## config.mk

```make
export PLATFORM = sky130hd
export DESIGN_NAME = mmio_uart_tx_flat
export DESIGN_NICKNAME = d
export VERILOG_FILES = /design/src/rtl/mmio_uart_pkg.sv /design/src/rtl/mmio_uart_tx_if.sv /design/src/rtl/sync_fifo.sv /design/src/rtl/mmio_uart_tx.sv /design/src/flat_wrapper.sv
export SDC_FILE = /design/constraint.sdc
export NUM_CORES = 1
export LEC_CHECK = 0
export BUFFER_PORTS_ARGS = -buffer_cell sky130_fd_sc_hd__buf_2
export CAP_MARGIN = 20
export CORE_UTILIZATION = 43
export CTS_CLUSTER_SIZE = 28
export DETAILED_ROUTE_END_ITERATION = 10
export HOLD_SLACK_MARGIN = 0.03
export SLEW_MARGIN = 20
export SYNTH_ARGS = -nofsm -noshare
export SYNTH_HDL_FRONTEND = slang
export SYNTH_SLANG_ARGS = --single-unit
```

## constraint.sdc

```tcl
create_clock -name clk -period 4.8 [get_ports clk]
set_clock_uncertainty 0.1 [all_clocks]
set_input_delay 1.2 -clock clk [delete_from_list [all_inputs] [get_ports clk]]
set_output_delay 1.2 -clock clk [all_outputs]
set_load 0.02 [all_outputs]
```

## src/rtl/mmio_uart_pkg.sv

```systemverilog
// Shared definitions for the MMIO UART transmitter: register offsets, STATUS bit
// positions and the transmit FSM state encoding.
package mmio_uart_pkg;

    localparam logic [1:0] REG_TXDATA = 2'd0;
    localparam logic [1:0] REG_STATUS = 2'd1;
    localparam logic [1:0] REG_DIV    = 2'd2;

    localparam int STAT_BUSY      = 0;
    localparam int STAT_FULL      = 1;
    localparam int STAT_EMPTY     = 2;
    localparam int STAT_OVF       = 3;
    localparam int STAT_PAR       = 4;
    localparam int STAT_LEVEL_LSB = 8;

    typedef enum logic [2:0] {
        ST_IDLE,
        ST_START,
        ST_DATA,
        ST_PARITY,
        ST_STOP
    } txState_t;

endpackage

```

## src/rtl/mmio_uart_tx_if.sv

```systemverilog
// CPU data-port bus as seen by an MMIO responder: word address, write data,
// byte-lane mask and write strobe from the CPU, registered read data back.
interface mmio_uart_tx_if;
    logic [29:0] mmio_addr;
    logic [31:0] mmio_wdata;
    logic [3:0]  mmio_mask;
    logic        mmio_wren;
    logic [31:0] mmio_rdata;

    modport master (output mmio_addr, mmio_wdata, mmio_mask, mmio_wren, input mmio_rdata);
    modport slave  (input mmio_addr, mmio_wdata, mmio_mask, mmio_wren, output mmio_rdata);
endinterface

```

## src/rtl/sync_fifo.sv

```systemverilog
// Single-clock FIFO with combinational read of the head entry. When full, a pop in
// the same cycle frees a slot so the concurrent push is accepted.
module sync_fifo #(
    parameter int WIDTH = 8,
    parameter int AW    = 4
) (
    input  logic             clk,
    input  logic             rst,
    input  logic             i_push,
    input  logic [WIDTH-1:0] i_data,
    input  logic             i_pop,
    output logic [WIDTH-1:0] o_data,
    output logic             o_full,
    output logic             o_empty,
    output logic [AW:0]      o_level
);
    localparam int DEPTH = 1 << AW;

    logic [WIDTH-1:0] r_mem [DEPTH];
    logic [AW-1:0]    r_wrPtr;
    logic [AW-1:0]    r_rdPtr;
    logic [AW:0]      r_count;
    logic             w_doPop;
    logic             w_doPush;

    assign o_full   = (r_count == (AW+1)'(DEPTH));
    assign o_empty  = (r_count == '0);
    assign o_level  = r_count;
    assign o_data   = r_mem[r_rdPtr];
    assign w_doPop  = i_pop && !o_empty;
    assign w_doPush = i_push && (!o_full || w_doPop);

    always_ff @(posedge clk) begin
        if (rst) begin
            r_wrPtr <= '0;
            r_rdPtr <= '0;
            r_count <= '0;
        end else begin
            if (w_doPush) r_wrPtr <= r_wrPtr + 1'b1;
            if (w_doPop)  r_rdPtr <= r_rdPtr + 1'b1;
            r_count <= r_count + {{AW{1'b0}}, w_doPush} - {{AW{1'b0}}, w_doPop};
        end
    end

    always_ff @(posedge clk) begin
        if (w_doPush) r_mem[r_wrPtr] <= i_data;
    end
endmodule

```

## src/rtl/mmio_uart_tx.sv

```systemverilog
// MMIO UART transmitter: 4-word register window, byte FIFO and serial TX FSM.
// Define UART_TX_PARITY_EN for 8E1 frames (even-parity bit between DATA and STOP).
module mmio_uart_tx
    import mmio_uart_pkg::*;
#(
    parameter logic [29:0] BASE_ADDR   = 30'h0400_0000,
    parameter logic [15:0] CLK_DIV_RST = 16'd434,
    parameter int          FIFO_AW     = 4
) (
    input  logic                 clk,
    input  logic                 rst,
    mmio_uart_tx_if.slave        bus,
    output logic                 o_tx
);
`ifdef UART_TX_PARITY_EN
    localparam logic PARITY_EN = 1'b1;
`else
    localparam logic PARITY_EN = 1'b0;
`endif

    logic [29:0]      w_offset;
    logic             w_hit;
    logic [1:0]       w_reg;
    logic             w_wrTx;
    logic             w_wrStatus;
    logic             w_wrDiv;
    logic [7:0]       w_fifoData;
    logic             w_full;
    logic             w_empty;
    logic [FIFO_AW:0] w_level;
    logic             w_pop;
    logic             w_bitEnd;
    logic [15:0]      w_nextBitDiv;
    logic [31:0]      w_status;

    logic [15:0] r_div;
    logic        r_ovf;
    logic [31:0] r_rdata;
    txState_t    r_state;
    logic        r_tx;
    logic [15:0] r_baud;
    logic [15:0] r_bitDiv;
    logic [2:0]  r_bitIdx;
    logic [7:0]  r_shift;
`ifdef UART_TX_PARITY_EN
    logic        r_parity;
`endif

    // Offset arithmetic keeps the decode correct for any BASE_ADDR alignment.
    assign w_offset   = bus.mmio_addr - BASE_ADDR;
    assign w_hit      = (w_offset[29:2] == '0);
    assign w_reg      = w_offset[1:0];
    assign w_wrTx     = bus.mmio_wren && w_hit && (w_reg == REG_TXDATA) && bus.mmio_mask[0];
    assign w_wrStatus = bus.mmio_wren && w_hit && (w_reg == REG_STATUS) && bus.mmio_mask[0];
    assign w_wrDiv    = bus.mmio_wren && w_hit && (w_reg == REG_DIV);

    assign w_bitEnd     = (r_baud == r_bitDiv - 16'd1);
    assign w_nextBitDiv = (r_div == '0) ? 16'd1 : r_div;
    assign w_pop        = !w_empty && ((r_state == ST_IDLE) || ((r_state == ST_STOP) && w_bitEnd));

    assign o_tx           = r_tx;
    assign bus.mmio_rdata = r_rdata;

    sync_fifo #(.WIDTH(8), .AW(FIFO_AW)) u_fifo (
        .clk     (clk),
        .rst     (rst),
        .i_push  (w_wrTx),
        .i_data  (bus.mmio_wdata[7:0]),
        .i_pop   (w_pop),
        .o_data  (w_fifoData),
        .o_full  (w_full),
        .o_empty (w_empty),
        .o_level (w_level)
    );

    always_comb begin
        w_status                       = '0;
        w_status[STAT_BUSY]            = (r_state != ST_IDLE);
        w_status[STAT_FULL]            = w_full;
        w_status[STAT_EMPTY]           = w_empty;
        w_status[STAT_OVF]             = r_ovf;
        w_status[STAT_PAR]             = PARITY_EN;
        w_status[STAT_LEVEL_LSB +: 8]  = 8'(w_level);
    end

    always_ff @(posedge clk) begin
        if (rst) begin
            r_div   <= CLK_DIV_RST;
            r_ovf   <= 1'b0;
            r_rdata <= '0;
        end else begin
            if (w_wrDiv && bus.mmio_mask[0]) r_div[7:0]  <= bus.mmio_wdata[7:0];
            if (w_wrDiv && bus.mmio_mask[1]) r_div[15:8] <= bus.mmio_wdata[15:8];
            // A push into a full FIFO is only lost when the FSM is not popping the same cycle.
            if (w_wrTx && w_full && !w_pop)
                r_ovf <= 1'b1;
            else if (w_wrStatus && bus.mmio_wdata[STAT_OVF])
                r_ovf <= 1'b0;
            r_rdata <= '0;
            if (w_hit) begin
                case (w_reg)
                    REG_STATUS: r_rdata <= w_status;
                    REG_DIV:    r_rdata <= {16'h0000, r_div};
                    default:    r_rdata <= '0;
                endcase
            end
        end
    end

    // Bit length is latched at every bit boundary so DIV writes never stretch the current bit.
    always_ff @(posedge clk) begin
        if (rst) begin
            r_state  <= ST_IDLE;
            r_tx     <= 1'b1;
            r_baud   <= '0;
            r_bitDiv <= 16'd1;
            r_bitIdx <= '0;
            r_shift  <= '0;
`ifdef UART_TX_PARITY_EN
            r_parity <= 1'b0;
`endif
        end else begin
            if (r_state != ST_IDLE) begin
                if (w_bitEnd) begin
                    r_baud   <= '0;
                    r_bitDiv <= w_nextBitDiv;
                end else begin
                    r_baud <= r_baud + 16'd1;
                end
            end
            case (r_state)
                ST_IDLE: begin
                    r_tx <= 1'b1;
                    if (!w_empty) begin
                        r_shift  <= w_fifoData;
`ifdef UART_TX_PARITY_EN
                        r_parity <= ^w_fifoData;
`endif
                        r_tx     <= 1'b0;
                        r_baud   <= '0;
                        r_bitDiv <= w_nextBitDiv;
                        r_state  <= ST_START;
                    end
                end
                ST_START: begin
                    if (w_bitEnd) begin
                        r_tx     <= r_shift[0];
                        r_shift  <= r_shift >> 1;
                        r_bitIdx <= '0;
                        r_state  <= ST_DATA;
                    end
                end
                ST_DATA: begin
                    if (w_bitEnd) begin
                        if (r_bitIdx == 3'd7) begin
`ifdef UART_TX_PARITY_EN
                            r_tx    <= r_parity;
                            r_state <= ST_PARITY;
`else
                            r_tx    <= 1'b1;
                            r_state <= ST_STOP;
`endif
                        end else begin
                            r_tx     <= r_shift[0];
                            r_shift  <= r_shift >> 1;
                            r_bitIdx <= r_bitIdx + 3'd1;
                        end
                    end
                end
`ifdef UART_TX_PARITY_EN
                ST_PARITY: begin
                    if (w_bitEnd) begin
                        r_tx    <= 1'b1;
                        r_state <= ST_STOP;
                    end
                end
`endif
                ST_STOP: begin
                    if (w_bitEnd) begin
                        if (!w_empty) begin
                            r_shift  <= w_fifoData;
`ifdef UART_TX_PARITY_EN
                            r_parity <= ^w_fifoData;
`endif
                            r_tx     <= 1'b0;
                            r_state  <= ST_START;
                        end else begin
                            r_tx    <= 1'b1;
                            r_state <= ST_IDLE;
                        end
                    end
                end
                default: begin
                    r_tx    <= 1'b1;
                    r_state <= ST_IDLE;
                end
            endcase
        end
    end
endmodule

```

## src/flat_wrapper.sv

```systemverilog
// flat-port wrapper written by rule: the top's interface ports become plain ports
module mmio_uart_tx_flat import mmio_uart_pkg::*;
#(
    parameter logic [29:0] BASE_ADDR   = 30'h0400_0000,
    parameter logic [15:0] CLK_DIV_RST = 16'd434,
    parameter int          FIFO_AW     = 4
)
  (clk, rst, o_tx, bus_mmio_addr, bus_mmio_wdata, bus_mmio_mask, bus_mmio_wren, bus_mmio_rdata);
  mmio_uart_tx_if bus_i ();
  input  logic clk;
  input  logic rst;
  output logic o_tx;
  input wire logic [$bits(bus_i.mmio_addr)-1:0] bus_mmio_addr;
  input wire logic [$bits(bus_i.mmio_wdata)-1:0] bus_mmio_wdata;
  input wire logic [$bits(bus_i.mmio_mask)-1:0] bus_mmio_mask;
  input wire logic [$bits(bus_i.mmio_wren)-1:0] bus_mmio_wren;
  output wire logic [$bits(bus_i.mmio_rdata)-1:0] bus_mmio_rdata;
  assign bus_i.mmio_addr = bus_mmio_addr;
  assign bus_i.mmio_wdata = bus_mmio_wdata;
  assign bus_i.mmio_mask = bus_mmio_mask;
  assign bus_i.mmio_wren = bus_mmio_wren;
  assign bus_mmio_rdata = bus_i.mmio_rdata;
  mmio_uart_tx #(.BASE_ADDR(BASE_ADDR), .CLK_DIV_RST(CLK_DIV_RST), .FIFO_AW(FIFO_AW)) u_core (.clk(clk), .rst(rst), .bus(bus_i), .o_tx(o_tx));
endmodule
```

# Word-level counts from Yosys, hierarchy flattened
# Memories as Yosys holds them, arrays and structs flattened. A register that Yosys moved wholly into a read port is not among the register bits.
# Index checks and enable logic that the tools add are counted.
# classes
n_reduce_logical	34
n_mux	39
magnitude_cmp	0
n_mul	0
n_eq_ne	14
bitwise_logic	1
n_div	0
shift	0
add_sub_neg	8
# ops
cell	count
$mux 16	9
$mux 8	5
$pmux 16 s2	1
$pmux 8 s4	1
$sub 30x27->30 const B	1
$logic_not 28->1	1
$mux 3	8
$add 16x1->16 const B	1
$eq 16x16->1	1
$logic_not 16->1	1
$sub 16x1->16 const B	1
$logic_and 1x1->1	15
$pmux 3 s4	1
$mux 1	10
$reduce_and 5->1	2
$add 4x1->4 const B	2
$mux 4	2
$ne 2x1->1 const B	4
$eq 3x3->1 const B	2
$pmux 3 s2	1
$add 5x1->5	1
$eq 5x5->1 const B	1
$logic_not 5->1	1
$sub 5x1->5	1
18 further kinds	23
# totals
latch_bits	0
memories	1
rom_bits	0
ram_bits	128
reg_bits	109
# mem_list
memory	depth	width	rd	rd_clocked_by_memory_dff	wr	line_no	source
u_core.u_fifo.r_mem	16	8	1	1	1	sync_fifo.sv:19	logic [WIDTH-1:0] r_mem [DEPTH];

# Depth between registers and ports, before layout
# logic_depth
ltp_word	10
depth_mapped	20
ltp_nobuf	18

# Hierarchy
# From an unflattened synthesis, not the netlist that was laid out.
# hier_totals
cells_unflattened	780
area_unflattened_um2	9935.8
# by_module_without_submodules
module	area_per_inst_um2	n_inst	cells_each
sync_fifo	5819.3	1	309
mmio_uart_tx	4116.4	1	471

# Least setup slack after synthesis
# Ideal clock, no wire load.
# synth_path
path_type	register to register
start	register u_core.r_bitDiv[2]
end	register u_core.u_fifo.r_count[4], in the netlist u_core.u_fifo.o_level[4]
arrival_time_ns	3.972
synth_period_minus_slack_ns	4.143
required_ns	4.630
n_path_buf	2
stages_incl_launch_ff	19
setup_ns	0.070
setup_slack_ns	0.657
path_cell_list	dfxtp_1 > or4_1 > buf_2 > or3_4 > or4_1 > nand4_1 > o41ai_2 > a21boi_1 > nor2_2 > clkbuf_1 > a21o_1 > ha_1 > inv_1 > fa_1 > inv_1 > a21oi_1 > nor2_1 > or3_1 > a21oi_1
# synth_between
elab_chain_cells	10
# synth_rtl
element	line_no	source
start: declaration	mmio_uart_tx.sv:42	logic [15:0] r_bitDiv;
start signal: assignment	mmio_uart_tx.sv:126	r_bitDiv <= w_nextBitDiv;
start signal: assignment	mmio_uart_tx.sv:141	r_bitDiv <= w_nextBitDiv;
$sub 16x1->16 *	mmio_uart_tx.sv:57	assign w_bitEnd = (r_baud == r_bitDiv - 16'd1);
$eq 16x16->1 *	mmio_uart_tx.sv:57	
$logic_and 1x1->1 *	mmio_uart_tx.sv:59	assign w_pop = !w_empty && ((r_state == ST_IDLE) || ((r_state == ST_STOP) && w_bitEnd));
$logic_or 1x1->1 *	mmio_uart_tx.sv:59	
$logic_and 1x1->1 *	mmio_uart_tx.sv:59	
$logic_and 1x1->1 *	sync_fifo.sv:30	assign w_doPop = i_pop && !o_empty;
$logic_or 1x1->1	sync_fifo.sv:31	assign w_doPush = i_push && (!o_full || w_doPop);
$logic_and 1x1->1	sync_fifo.sv:31	
$add 5x1->5	sync_fifo.sv:41	r_count <= r_count + {{AW{1'b0}}, w_doPush} - {{AW{1'b0}}, w_doPop};
$sub 5x1->5 *	sync_fifo.sv:41	
end signal: assignment	sync_fifo.sv:41	
end: declaration	sync_fifo.sv:22	logic [AW:0] r_count;
# Every way passes the cells marked *; elsewhere a longest branch is shown, timed or not.
# A chain may end at the register's enable or synchronous reset.

# Worst setup path after layout
# Ends and elaborated chain as after synthesis.

==> key figures <==
Clock tree
  • Root Driver: clkbuf_16
  • CTS tree: built
  • CTS Buf Count: 25
  • Clock latency on the worst-skew pair: 510 ps
  • Maximum root-to-sink buffer count: 3
  • CTS sink cnt: 225
  • Post-CTS setup buffers: 0
  • Number of hold buffers added after CTS: 0
  • H-Tree Depth: 1
  • Post-CTS Resized: 0
  • Worst-path clk slew: 60 ps

Pwr
  • Switching power: 1.61 mW
  • Logic pwr share: 0.248
  • Sw Ratio: 0.289
  • Total power: 5.58 mW
  • PD cells: between 400 and 500 mW/mm²
  • Leak Pwr: 4.04 nW
  • Flop pwr share: 0.407
  • Power Internal: 3.97 mW
  • Worst VDD drop: about 0.45 mV
  • Clock network fraction of total power: 0.345

Synth
  • Adder-Cell Fraction of Synth Area: 0.0235
  • Ranking of synthesized cells by instance count: edfxtp_1 (128), dfxtp_1 (97), nor2_1 (81)
  • Yosys top cell by area: edfxtp_1
  • Sequential area share after synthesis: 0.583
  • Post-synthesis mux area share: 0.126
  • XOR/XNOR Fraction of Synth Area: 0.0318
  • Compound-gate portion of the synthesized area: 0.0638
  • Fraction of the mapped netlist area in simple logic gates: 0.136
  • Most frequently used flop master after synthesis: edfxtp_1
  • Syn Std Cell Area: 0.00992 mm²
  • Mapped Cells: 763
  • Syn avg cell area: 13.0 µm²
  • Most common cell in the netlist: edfxtp_1
  • Synth top area share: 0.388
  • Fraction of registers with async set/reset: 0
  • Main combinational cell family by area after synthesis: simple AND/OR/NAND/NOR gates
  • FF+latch count, synth: 225
  • Unique masters post-synth: 64
  • Synth warn: 0
  • Synth area leaders: edfxtp_1 (39%), dfxtp_1 (20%), mux4_2 (9.1%)
  • Post-synth EDFFs: approximately 130

Worst hold path
  • Hold Path Sink: u_core.r_bitIdx[1]
  • Number of cells on the worst hold path: 2
  • Worst hold path type: reg -> reg
  • Hold Path Origin: u_core.r_bitIdx[1]

Setup path
  • CP max stage delay: 710 ps
  • Worst-path cell chain: or4_1 > or3_4 > or4_1 > nand4_1 > o41ai_4 > a21boi_2 > nor2_2 > a21o_1 > ha_1 > inv_1 > fa_1 > inv_1 > a21oi_1 > nor2_1 > or3_1 > a21oi_1
  • CP top delay family: simple AND/OR/NAND/NOR gates
  • Crit. End Element: flop
  • RR Startpoint: u_core.r_bitDiv[2]
  • Register-to-Register Path Depth: 16
  • Critical path data arrival time: 4770 ps
  • Flop-to-flop setup slack: between 300 and 400 ps
  • Sum of buffers and inverters on the critical path: 2
  • Critical setup path kind: reg -> reg
  • CP required: 5140 ps
  • Slowest-stage cell, CP: or4_1
  • R2R Path End: u_core.u_fifo.o_level[4]
  • Critical Path Fanout Max: 9
  • Startpoint Class: flop

Detailed routing
  • DR vias/cell: about 5.6
  • Routed len/inst: between 15 and 20 µm
  • Drt initial violations: 405
  • Detailed Routing Iterations Pass 1: 5
  • Via Count: around 6300
  • DRT antenna net count: 0
  • Final WL: 21.8 mm
  • DRC: 0

Timing
  • Setup ws final: 371 ps
  • RSZ-0062 raised after global routing: no
  • Period utilization: 0.923
  • Endpoints failing hold: 0
  • Tightest Pin Transition: 866 ps
  • Final worst path period need: ~4400 ps
  • Slew Limit Headroom: 0.419
  • # setup viols final: 0
  • Setup TNS: 0 ps
  • Final Slew Violations: 0
  • Fmax: 226 MHz

Global routing
  • GRT Util Overall: 0.189
  • Pin count of the biggest net entering global routing: 67
  • First-pass GRT wire length: 34.7 mm
  • Initial antenna violation count: 0
  • Global route total overflow: 0
  • Vias in the first global route: 6401

Die
  • Row cnt: 55
  • Die Area: 0.0237 mm²
  • Standard cell core area: 0.0226 mm²
  • Die H: roughly 150 µm
  • Initial core utilization: 0.438
  • # IOs: 102
  • Die Wd: 154 µm

Final layout
  • Area Growth Syn to Fin: 14.1%
  • Layout cells sized above 1: 0.213
  • Nets: 916
  • # diodes: 0
  • Fillers: approximately 1900
  • Core Util, Final: 0.500

Place
  • Port Buffer Count: 67
  • Pre-CTS setup slack: 232 ps
  • Gpl congestion: 0.903
  • Hpwl dp: 15.0 mm

Run status
  • Outcome: finished clean

Flow run
  • # Max-Cap Violations: 0
[per-stage QoR]
step / std cells / hold WS (ps) / area, µm²
2_1_floorplan: 778 / 336 / 9970
3_3_place_gp: 1087 / 341 / 10500
3_5_place_dp: 1087 / 355 / 10500
4_1_cts: 1131 / 364 / 11300
5_1_grt: 1131 / 405 / 11300
6_report: 1131 / 356 / 11300
[final cells by class]
cell class | count | area (µm²) | area share
inverters | 16 | 60.1 | 0.00531
clock inverters | 10 | 129 | 0.0114
well taps | 285 | 357 | 0.0315
flip-flops and latches | 225 | 5790 | 0.511
multi-input cells | 483 | 3860 | 0.341
clock buffers | 34 | 704 | 0.0622
repair buffers | 78 | 418 | 0.0369
[registers in the layout, indices dropped and copies added, names as in the netlist, named ones only]
register               cells
u_core.u_fifo.r_rdPtr      4
u_core.o_tx                1
u_core.u_fifo.r_mem      128
u_core.r_bitIdx            3
u_core.u_fifo.o_level      5
u_core.r_shift             8
u_core.r_bitDiv           16
u_core.r_baud             16
u_core.u_fifo.r_wrPtr      4
u_core.bus.mmio_rdata     16
u_core.r_div              16
u_core.r_ovf               1
u_core.r_state             3
[cells by family after synthesis]
group	after synthesis
flops	225
simple gates	246
fa+ha+maj	18
xor+xnor	36
buf+inv	70
mux	73
compound gates	94
other cells	1
[layout by cell type, fill, tap and decap left out, drive strengths merged, types with 7 or more instances in the layout]
cell	synthesis	layout
and4b	9	9
nor2b	7	7
ha	17	17
mux2i	25	25
conb	1	16
a21oi	27	27
a22oi	10	10
clkbuf	27	34
buf	27	78
nand4	7	7
and3	12	12
or3	9	9
nor2	82	82
inv	16	16
xor2	21	21
nand3	23	23
nor4	15	15
xnor2	15	15
o211ai	10	10
mux2	8	8
dfxtp	97	97
nor3	9	9
or4	9	9
o21ai	18	18
edfxtp	128	128
nand2	31	31
mux4	40	40
[how the worst max path moves through the flow]
stage                            start                       end  cells after the start
finish              u_core.r_bitDiv[2]  u_core.u_fifo.o_level[4]                     16
global placement    u_core.r_bitDiv[2]  u_core.u_fifo.o_level[4]                     16
global route        u_core.r_bitDiv[2]  u_core.u_fifo.o_level[4]                     16
CTS                 u_core.r_bitDiv[2]  u_core.u_fifo.o_level[4]                     16
detailed placement  u_core.r_bitDiv[2]  u_core.u_fifo.o_level[4]                     16
floorplan           u_core.r_bitDiv[2]  u_core.u_fifo.o_level[4]                     18
[worst min-delay path: stages (launching register included)]
cell and delay (ps):
dfxtp_1 310, nand2_1 50, a21oi_1 50
[power by group through the flow]
stage | combinational (mW) | sequential [mW] | clock, mW
floorplan | 1.12 | 2.23 | 0
global placement | 1.34 | 2.31 | 0
detailed placement | 1.37 | 2.31 | 0
CTS | 1.37 | 2.27 | 1.96
global route | 1.52 | 2.29 | 2.04
finish | 1.38 | 2.27 | 1.93
[metal layers]
metal	track usage	part of all wire
met2	0.313	0.48
met1	0.256	0.45
met3	0.0299	0.057
met5	0	0
met4	0.0538	0.018
Note: power is estimated with default switching activity, not from simulation.
